[src/rtl/mux_share_arbiter_pkg.sv]
// Shared definitions for the two-requester round-robin channel arbiter.
//   state_t      : arbiter FSM states (idle, granted to 0, granted to 1)
//   DEFAULT_*    : default data width and burst limit
//   grant_state  : maps a requester index onto its GRANT state
package mux_share_arbiter_pkg;

  typedef enum logic [1:0] {
    ST_IDLE = 2'd0,
    ST_G0   = 2'd1,
    ST_G1   = 2'd2
  } state_t;

  localparam int DEFAULT_W         = 8;
  localparam int DEFAULT_MAX_BURST = 4;

  function automatic state_t grant_state(input logic idx);
    return idx ? ST_G1 : ST_G0;
  endfunction

endpackage

[src/rtl/mux_share_arbiter_mux2x1.sv]
// Single-bit 2:1 multiplexer cell used to build the shared datapath.
//   s : select (0 picks i[0], 1 picks i[1])
//   i : the two candidate bits, {in1, in0}
//   y : selected bit
module mux2x1 (
  input  logic       s,
  input  logic [1:0] i,
  output logic       y
);

  assign y = s ? i[1] : i[0];

endmodule

[src/rtl/mux_share_arbiter.sv]
// Round-robin arbiter that shares one W-bit valid/ready channel between two
// requesters, with a burst limit that only applies while both are asking.
//   clk, rst           : clock (rising edge), asynchronous active-high reset
//   req0/data0, ack0   : requester 0 beat request, its data, its accept pulse
//   req1/data1, ack1   : requester 1 beat request, its data, its accept pulse
//   out_valid/out_data : shared channel beat, data = sel ? data1 : data0
//   out_ready          : downstream accept
//   sel                : registered grant owner / mux select
//   busy               : arbiter is not idle
module mux_share_arbiter
  import mux_share_arbiter_pkg::*;
#(
  parameter int W         = DEFAULT_W,
  parameter int MAX_BURST = DEFAULT_MAX_BURST
) (
  input  logic         clk,
  input  logic         rst,
  input  logic         req0,
  input  logic [W-1:0] data0,
  input  logic         req1,
  input  logic [W-1:0] data1,
  output logic         ack0,
  output logic         ack1,
  output logic         out_valid,
  output logic [W-1:0] out_data,
  input  logic         out_ready,
  output logic         sel,
  output logic         busy
);

  localparam int            CW       = $clog2(MAX_BURST + 1);
  localparam logic [CW-1:0] CNT_LAST = CW'(MAX_BURST - 1);

  state_t        state;
  state_t        state_next;
  logic          last;
  logic [CW-1:0] cnt;
  logic [CW-1:0] cnt_next;

  // Owner/other view of the requests so GRANT0 and GRANT1 share one decode.
  logic owner;
  logic owner_req;
  logic other_req;

  assign owner     = (state == ST_G1);
  assign owner_req = owner ? req1 : req0;
  assign other_req = owner ? req0 : req1;

  assign out_valid = ((state == ST_G0) && req0) || ((state == ST_G1) && req1);
  assign ack0      = out_valid && out_ready && (state == ST_G0);
  assign ack1      = out_valid && out_ready && (state == ST_G1);
  assign busy      = (state != ST_IDLE);

  // In a GRANT state the owner's request is high whenever a beat is offered,
  // so an accepted beat is simply owner_req && out_ready. A stalled beat
  // (out_ready low) holds both state and count, so the grant never moves
  // under a beat the downstream has not taken yet.
  always_comb begin
    state_next = state;
    cnt_next   = cnt;
    case (state)
      ST_IDLE: begin
        if (req0 && req1) begin
          state_next = grant_state(!last);
        end else if (req0) begin
          state_next = ST_G0;
        end else if (req1) begin
          state_next = ST_G1;
        end
      end
      ST_G0, ST_G1: begin
        if (!owner_req) begin
          state_next = other_req ? grant_state(!owner) : ST_IDLE;
          cnt_next   = '0;
        end else if (out_ready) begin
          if (cnt == CNT_LAST) begin
            // Burst limit only forces a hand-over when the other side waits.
            cnt_next = '0;
            if (other_req) begin
              state_next = grant_state(!owner);
            end
          end else begin
            cnt_next = cnt + CW'(1);
          end
        end
      end
      default: begin
        state_next = ST_IDLE;
        cnt_next   = '0;
      end
    endcase
  end

  // last starts at 1 so the first tie after reset goes to requester 0.
  // sel and last both follow the grant; IDLE leaves them untouched.
  always_ff @(posedge clk or posedge rst) begin
    if (rst) begin
      state <= ST_IDLE;
      sel   <= 1'b0;
      last  <= 1'b1;
      cnt   <= '0;
    end else begin
      state <= state_next;
      cnt   <= cnt_next;
      if (state_next != ST_IDLE) begin
        sel  <= (state_next == ST_G1);
        last <= (state_next == ST_G1);
      end
    end
  end

  for (genvar k = 0; k < W; k++) begin : g_mux
    mux2x1 u_mux (
      .s (sel),
      .i ({data1[k], data0[k]}),
      .y (out_data[k])
    );
  end

endmodule

[config.mk]
export PLATFORM = sky130hd
export DESIGN_NAME = mux_share_arbiter
export DESIGN_NICKNAME = d
export VERILOG_FILES = /design/src/rtl/mux_share_arbiter_pkg.sv /design/src/rtl/mux_share_arbiter_mux2x1.sv /design/src/rtl/mux_share_arbiter.sv
export SDC_FILE = /design/constraint.sdc
export NUM_CORES = 1
export LEC_CHECK = 0
export CORE_UTILIZATION = 25
export CTS_CLUSTER_SIZE = 14
export DETAILED_ROUTE_END_ITERATION = 10
export GPL_TIMING_DRIVEN = 0
export MAX_ROUTING_LAYER = met4
export SLEW_MARGIN = 0
export SYNTH_ARGS = -nofsm -noshare
export SYNTH_HDL_FRONTEND = slang
export SYNTH_SLANG_ARGS = --single-unit
[constraint.sdc]
create_clock -name clk -period 2.27 [get_ports clk]
set_input_delay 0.227 -clock clk [delete_from_list [all_inputs] [get_ports clk]]
set_output_delay 0.227 -clock clk [all_outputs]
set_load 0.005 [all_outputs]
# --- Word-level counts from Yosys, hierarchy flattened ---
# Cells that the tools add are included.
op_classes:
  addsub: 1
  eq_ne: 5
  mux: 25
  bitwise_logic: 1
  n_reduce_logical: 12
ops:
  columns: ["cell", "n"]
  rows:
  - ["$mux 2", 10]
  - ["$mux 1", 10]
  - ["$mux 3", 3]
  - ["$logic_and 1x1->1", 6]
  - ["$pmux 3 s2", 1]
  - ["$eq 2x2->1 const B", 2]
  - ["$pmux 2 s2", 1]
  - ["$reduce_bool 2->1", 2]
  - ["$add 3x1->3 const B", 1]
  - ["$eq 3x2->1 const B", 1]
  - ["$ne 3x3->1 const B", 1]
  - ["$eq 2x1->1 const B", 1]
  - ["$logic_not 2->1", 1]
  - ["$reduce_and 2->1", 1]
  - ["$reduce_or 2->1", 1]
  - ["$logic_or 1x1->1", 1]
  - ["$not 1->1", 1]
word_totals:
  regBits: 7
  inputBits: 21
  output_inout_bits: 13
  wordCells: 48

# --- Depth between registers and ports, before layout ---
depth:
  word_depth: 8
  depth_mapped: 6
  depth_no_buf: 6

# --- Cells and area by module ---
# From an unflattened synthesis, not the netlist that was laid out.
unflattened:
  hier_cells: 62
  area_unflattened_um2: 653.1
modules_own_cells:
  columns: ["module", "instances", "cells_each", "area_per_inst_um2", "seq_area_each_um2"]
  rows:
  - ["mux_share_arbiter", 1, 54, 533.0, 176.4]
  - ["mux2x1", 8, 1, 15.0, 0.0]

# --- Worst setup path before layout ---
# Ideal clock, no wire load.
synth_timing:
  path_type: "register to register"
  from: "reg state[0]"
  to: "reg cnt[0]"
  setup_ns: 0.121
  arrival_time_ns: 1.478
  required_time_ns: 2.149
  slack_ns: 0.671
  path_stages_with_launch: 7
  n_path_buf: 0
  synth_period_minus_slack_ns: 1.599
  path_cell_list: "dfrtp_1 -> inv_1 -> ha_1 -> mux2_4 -> nand2_1 -> o21ai_1 -> a22o_1"
synth_between:
  elab_chain_cells: 4
  elab_cells_between_ends: 10
  cone_classes: "eq/ne (3); mux (3); bitwise (1); reduce/logical (3)"
synth_lines:
  columns: ["element", "line_no", "rtl"]
  rows:
  - ["start, declared", "mux_share_arbiter.sv:34", "state_t state;"]
  - ["start signal, assigned", "mux_share_arbiter.sv:103", "state <= state_next;"]
  - ["$eq 2x2->1 or $eq 2x1->1 (tied branches)", "mux_share_arbiter.sv:45, mux_share_arbiter.sv:61", null]
  - ["$mux 1 or $reduce_or 2->1 (tied branches)", "mux_share_arbiter.sv:46, mux_share_arbiter.sv:61", null]
  - ["$mux 3 or $ne 3x3->1 (tied branches)", null, null]
  - ["$pmux 3 s2 or $reduce_and 2->1 (tied branches)", null, null]
  - ["end signal, assigned", "mux_share_arbiter.sv:104", "cnt <= cnt_next;"]
  - ["end, declared", "mux_share_arbiter.sv:37", "logic [CW-1:0] cnt;"]
# Several ways; a longest one is shown, not always the timed one.
# A chain may end at the register's enable or synchronous reset.

# --- Final worst setup path ---
layout_timing:
  from: "reg state[0]"
  to: "out ack0"
layout_between:
  elab_chain_cells: 5
  elab_cells_between_ends: 7
  cone_classes: "eq/ne (2); reduce/logical (5)"
layout_lines:
  columns: ["element", "line_no", "rtl"]
  rows:
  - ["$eq 2x1->1 or $eq 2x2->1 (tied branches)", "mux_share_arbiter.sv:49, mux_share_arbiter.sv:50", null]
  - ["$logic_and 1x1->1", "mux_share_arbiter.sv:49", "assign out_valid = ((state == ST_G0) && req0) || ((state == ST_G1) && req1);"]
  - ["$logic_or 1x1->1", "mux_share_arbiter.sv:49", null]
  - ["$logic_and 1x1->1", "mux_share_arbiter.sv:50", "assign ack0 = out_valid && out_ready && (state == ST_G0);"]
  - ["$logic_and 1x1->1 *", "mux_share_arbiter.sv:50", null]
  - ["end, declared", "mux_share_arbiter.sv:22", "output logic ack0,"]
# Mark *: on every way between the ends. The rest lies on a longest branch, timed or not.

==> run metrics <==
status complete, no violations; Synth warnings 0; Clock Tree Root clkbuf_4; GRT Resource Usage Total 11.0%; die area around 3400 um2; fin cells between 150 and 200; Tcrit/Tclk final 93.9%; CTS tree built; share of post-route cells with drive strength above 1 between 20% and 30%; VDD IR max between 0.3 and 0.4 mV; Main synth FF type dfrtp_1; WL per Instance approximately 11 um; Max Clk Rate between 400 and 500 MHz; number of synthesized flops with an enable pin 0; # DRC 0; Layout Nets ~150; slowest cell delay on critical path slightly below 0.5 ns; maxcap violations 0; gpl congestion ~0.9; syn nets ~110; CTS Buf Count 3; Period minus WS final about 2.1 ns; DP Area between 1000 and 1500 um2; largest net degree at the start of global routing 11; DR vias around 740; met2 Track Usage GR approximately 20%; post-synthesis sequential area ratio between 20 and 25%; Pwr Density between 900 and 1000 nW/um2; final hold vios 0; Setup violations, final 0; Routed Antenna Nets 0; Diodes inserted 0; area delta synth->final 49.8%; Synth area leader dfrtp_1; RSZ-0062 raised after global routing no; critical setup path kind flop to output pin; async set-reset flop share out of synthesis 100%; CTS Hold Buffers Added 0; # H-tree levels 1; antenna violations before repair 0; row cnt 20; TNS Setup 0 ns; GRT overflow 0; port bufs 31; Setup crit end kind output pin; die height around 58 um; share of the synthesized area in the top cell type 19.0%; Post-Syn Area slightly below 800 um2; Distinct cells, synth 36; M1 GR Usage 11.8%; most used routing layer met2; fin area about 1200 um2; Core ar. 3030 um2; placed cell count ~160; worst setup slack after layout 0.138 ns; dpl hpwl 1470 um; cells along the critical path inv_1 > ha_1 > a22o_2 > and3_1 > clkdlybuf4s50_1; Crit-path slowest cell clkdlybuf4s50_1; Initial Util about a quarter; GR Util met3 under 10%; CP Max Fanout 5; I/O pin count 34; Syn Inst Count 82; Crit path required time 2.04 ns; Post-CTS Setup Bufs 0; Final Skew roughly 0.00025 ns; first drt pass iteration count 4; fin. max-slew vios 0; CP Data Arrival Time roughly 1.9 ns; first-pass GRT wire length between 2000 and 3000 um; actual slew at the worst max-slew pin about 0.27 ns; DRT Wirelength approximately 1800 um; Total Power roughly 0.0011 W; Place WS roughly 0.35 ns; top cells by area, synth dfrtp_1 19%, mux2_2 13%, ha_1 9.5%, buf_4 7.6%, buf_6 4.3%; flops & latches, synth 7; Sinks on Clock Net 7; Pleak roughly 0.5 nW; cts repair resizes 0; Via density 4.59; Clock Latency Late Sink ~0.24 ns; Reg clk slew, reported paths ~0.05 ns; Hold Crit Class input port to async pin; number of global-route vias before repair 706; DIE WIDTH around 58 um; startpoint types flop; max_slew headroom 81.8%; post-synthesis area per instance between 9 and 10 um2; DR iter-0 viols 24; clk buf depth 2
==> layer usage <==
metal / part of all wire, % / routed length, um
met5: 0 / 0
met4: 0.89 / 16
met3: 10 / 181
met2: 45 / 807
met1: 44 / 794
==> cells in the final DEF, fill, tap and decap left out, drive strengths merged, types with 3 or more instances in the layout <==
cell type,n
clkdlybuf4s50,31
buf,11
mux2,10
inv,7
ha,6
dfrtp,6
a21oi,4
clkbuf,4
a22o,4
and3,3
nor2,3
==> power breakdown <==
group | switching, W | internal, W
logic | 0.000325 | 0.000455
clock network | 0.0000410 | 0.0000668
registers | 0.0000437 | 0.000179
==> cells by family after synthesis <==
| family | Yosys count | synth area share, % |
|---|---|---|
| multiplexers | 11 | 16.0 |
| flip-flops | 7 | 22.4 |
| AND/OR/NAND/NOR | 19 | 14.8 |
| AO/OA/AOI/OAI | 21 | 22.1 |
| adder cells (fa/ha/maj) | 6 | 9.52 |
| buffers and inverters | 18 | 15.2 |
==> cell usage after synthesis (2+ instances only) <==
| cell type | number |
|---|---|
| nand2_1 | 2 |
| nand3_1 | 2 |
| and3_1 | 3 |
| ha_1 | 6 |
| buf_6 | 3 |
| inv_1 | 7 |
| a21oi_1 | 4 |
| a22o_1 | 2 |
| nor2_1 | 3 |
| a22o_2 | 2 |
| o21a_1 | 2 |
| mux2_2 | 9 |
| buf_4 | 8 |
| o2111ai_1 | 2 |
| dfrtp_1 | 6 |
==> flip-flops by register name, indices dropped and copies added, names as in the netlist <==
name   flops
cnt        3
last       1
sel        1
state      2
==> through the flow <==
stage	hold WS, ns	utilization, %
after floorplan	0.0297	-
after global placement	0.483	38.1
after detailed placement	0.488	38.1
after CTS	0.228	39.0
after global routing	0.233	39.0
final	0.212	39.0
==> critical path, delay by kind of cell (launching register included) <==
family,cells,cell delay (ns)
buffers and inverters,2,0.60
AO/OA/AOI/OAI,1,0.20
flip-flops,1,0.44
adder cells (fa/ha/maj),1,0.27
AND/OR/NAND/NOR,1,0.15
==> final cells by class <==
type,instances,area (um2)
clock buffers,4,26.3
repair buffers,31,310
multi-input cells,57,492
well taps,44,55.1
flip-flops and latches,7,178
plain buffers,11,93.8
inverters,7,26.3
fillers,313,1850
==> final timing paths <==
check                      slack [ns]  cells past startpoint        to     start
setup reg to reg                 0.48                      6    cnt[0]  state[0]
hold reg to reg                  0.51                      1    cnt[1]    cnt[1]
setup / recovery                 0.14                      5      ack0  state[0]
hold / removal                   0.21                      2       sel       rst
min in group clk                 0.39                      3  state[0]      req1
max in group asynchronous        1.80                      2      last       rst
Note: power is estimated with default switching activity, not from simulation.
==> variant, RTL diff (same settings) <==
`DEFAULT_W`: 8 -> 12.
--- a/src/rtl/mux_share_arbiter_pkg.sv
+++ b/src/rtl/mux_share_arbiter_pkg.sv
@@ -11,5 +11,5 @@
   } state_t;
 
-  localparam int DEFAULT_W         = 8;
+  localparam int DEFAULT_W         = 12;
   localparam int DEFAULT_MAX_BURST = 4;
 
Ports: changed (resized data0, data1 and out_data); port bits go from 34 to 46. No check against the original RTL was run, so the function may have changed too.
==> variant against the unedited design <==
- sequential share of layout area decreased by 1.1 points
- setup slack better by 0.023 ns
- final area increased by 8.3%
- die area is 2.7% lower
- via count rose by 3.1%
- largest power group unchanged
- area after synthesis down 2.9%
- wire length rose by 2.0%
- sequential cell count unchanged
- largest cell class is now buffers
- worst hold slack worse by 0.0014 ns
- total power up 2.1%
- count of clock-buffer cells in the layout did not move
==> variant: results (changes against the unedited design) <==
- Synth area leaders: mux2_2 (21%), dfrtp_1 (20%), buf_4 (12%) (was dfrtp_1 (19%), mux2_2 (13%), ha_1 (9.5%))
- GRT Resource Usage Total: 12.81% (was 11.02%)
- Placed insts: 162 (was 157)
- Internal Pwr Total: 0.7438 mW (was 0.7012 mW)
- HPWL after DPL: 1.596 mm (was 1.471 mm)
- CP Data Arrival Time: 1.88 ns (was 1.91 ns)
- Met1 Resource Use GR: 15.66% (was 11.80%)
- Sequential share of the synthesized area: 23.04% (was 22.38%)
- Sequential cell power: 0.253 mW (was 0.223 mW)
- Post-synth cell types: 27 (was 36)
- Leakage: 0.5639 nW (was 0.5025 nW)
- Outcome: complete, no violations (unchanged)
- Placed Instance Area: 0.001255 mm^2 (was 0.001154 mm^2)
- Pre-CTS setup slack: 0.1773 ns (was 0.3475 ns)
- Syn Nets: 121 (was 109)
- Clock skew: 0.0005447 ns (was 0.0002510 ns)
- Peak VDD IR: 0.0003820 V (was 0.0003091 V)
- Fraction of layout instances using a drive strength above 1: 26.12% (was 29.91%)
- Number of global-route vias before repair: 768 (was 706)
- Pin count of the biggest net entering global routing: 15 (was 11)
- Rel. slew slack: 65.91% (was 81.78%)
- WL final: 1.836 mm (was 1.800 mm)
- Vias/cell: 4.618 (was 4.590)
- GPL Wtd Cong: 0.7922 (was 0.9145)
- GRT met3 Usage: 3.175% (was 3.571%)
- Met2 Track Usage GR: 19.10% (was 20.03%)
- Routed length per instance: 11.13 um (was 11.18 um)
- Iteration-0 DRC Markers: 17 (was 24)
- First-pass GRT wire length: 3.084 mm (was 2.891 mm)
-- variant: cell types whose count changed in the layout (fill, tap and decap cells not counted), moves of 4 or more --
cell,unedited run,this run
buf_4,8,12
clkdlybuf4s50_1,31,45
mux2_2,9,14
o21ai_0,0,5
-- variant: what timing repair did --
action                                  4_1_cts  5_1_grt
resized for setup                             0        1
endpoints found under the setup margin        9        2
hold buffers                                  0        0
cloned                                        0        0
-- variant: final timing paths --
| path | endpoint | slack, ns | cells past startpoint |
|---|---|---|---|
| max | ack0 | 0.16 | 5 |
| min | sel$_DFFE_PP0P_ | 0.21 | 2 |
| max in group asynchronous | last$_DFFE_PP1P_ | 1.80 | 2 |
| max reg2reg | last$_DFFE_PP1P_ | 0.37 | 7 |
| min in group clk | last$_DFFE_PP1P_ | 0.54 | 1 |
| min reg2reg | last$_DFFE_PP1P_ | 0.54 | 1 |
-- variant: layer usage --
layer,wire length (um),up-vias,part of all wire (%)
li1,-,389,-
met1,852,326,46
met2,796,45,43
met3,168,2,9.2
met4,19,0,1.0
met5,0,-,0
-- variant: layout make-up --
class / count / area [um^2]
buffer: 12 / 90.09
sequential: 7 / 177.7
inverter: 9 / 33.78
timing repair buffer: 45 / 450.4
clock buffer: 4 / 26.28
fill: 264 / 1550
tap: 31 / 38.79
multi-input combinational: 57 / 461.7
-- variant: kinds of logic (layout without fill, tap and decap cells) --
| group | after synthesis | in the layout | synth area share (%) |
|---|---|---|---|
| flops | 7 | 7 | 23.04 |
| simple gates | 18 | 18 | 12.75 |
| fa+ha+maj | 6 | 6 | 9.804 |
| buf+inv | 22 | 70 | 16.67 |
| mux | 14 | 14 | 20.59 |
| compound gates | 19 | 19 | 17.16 |
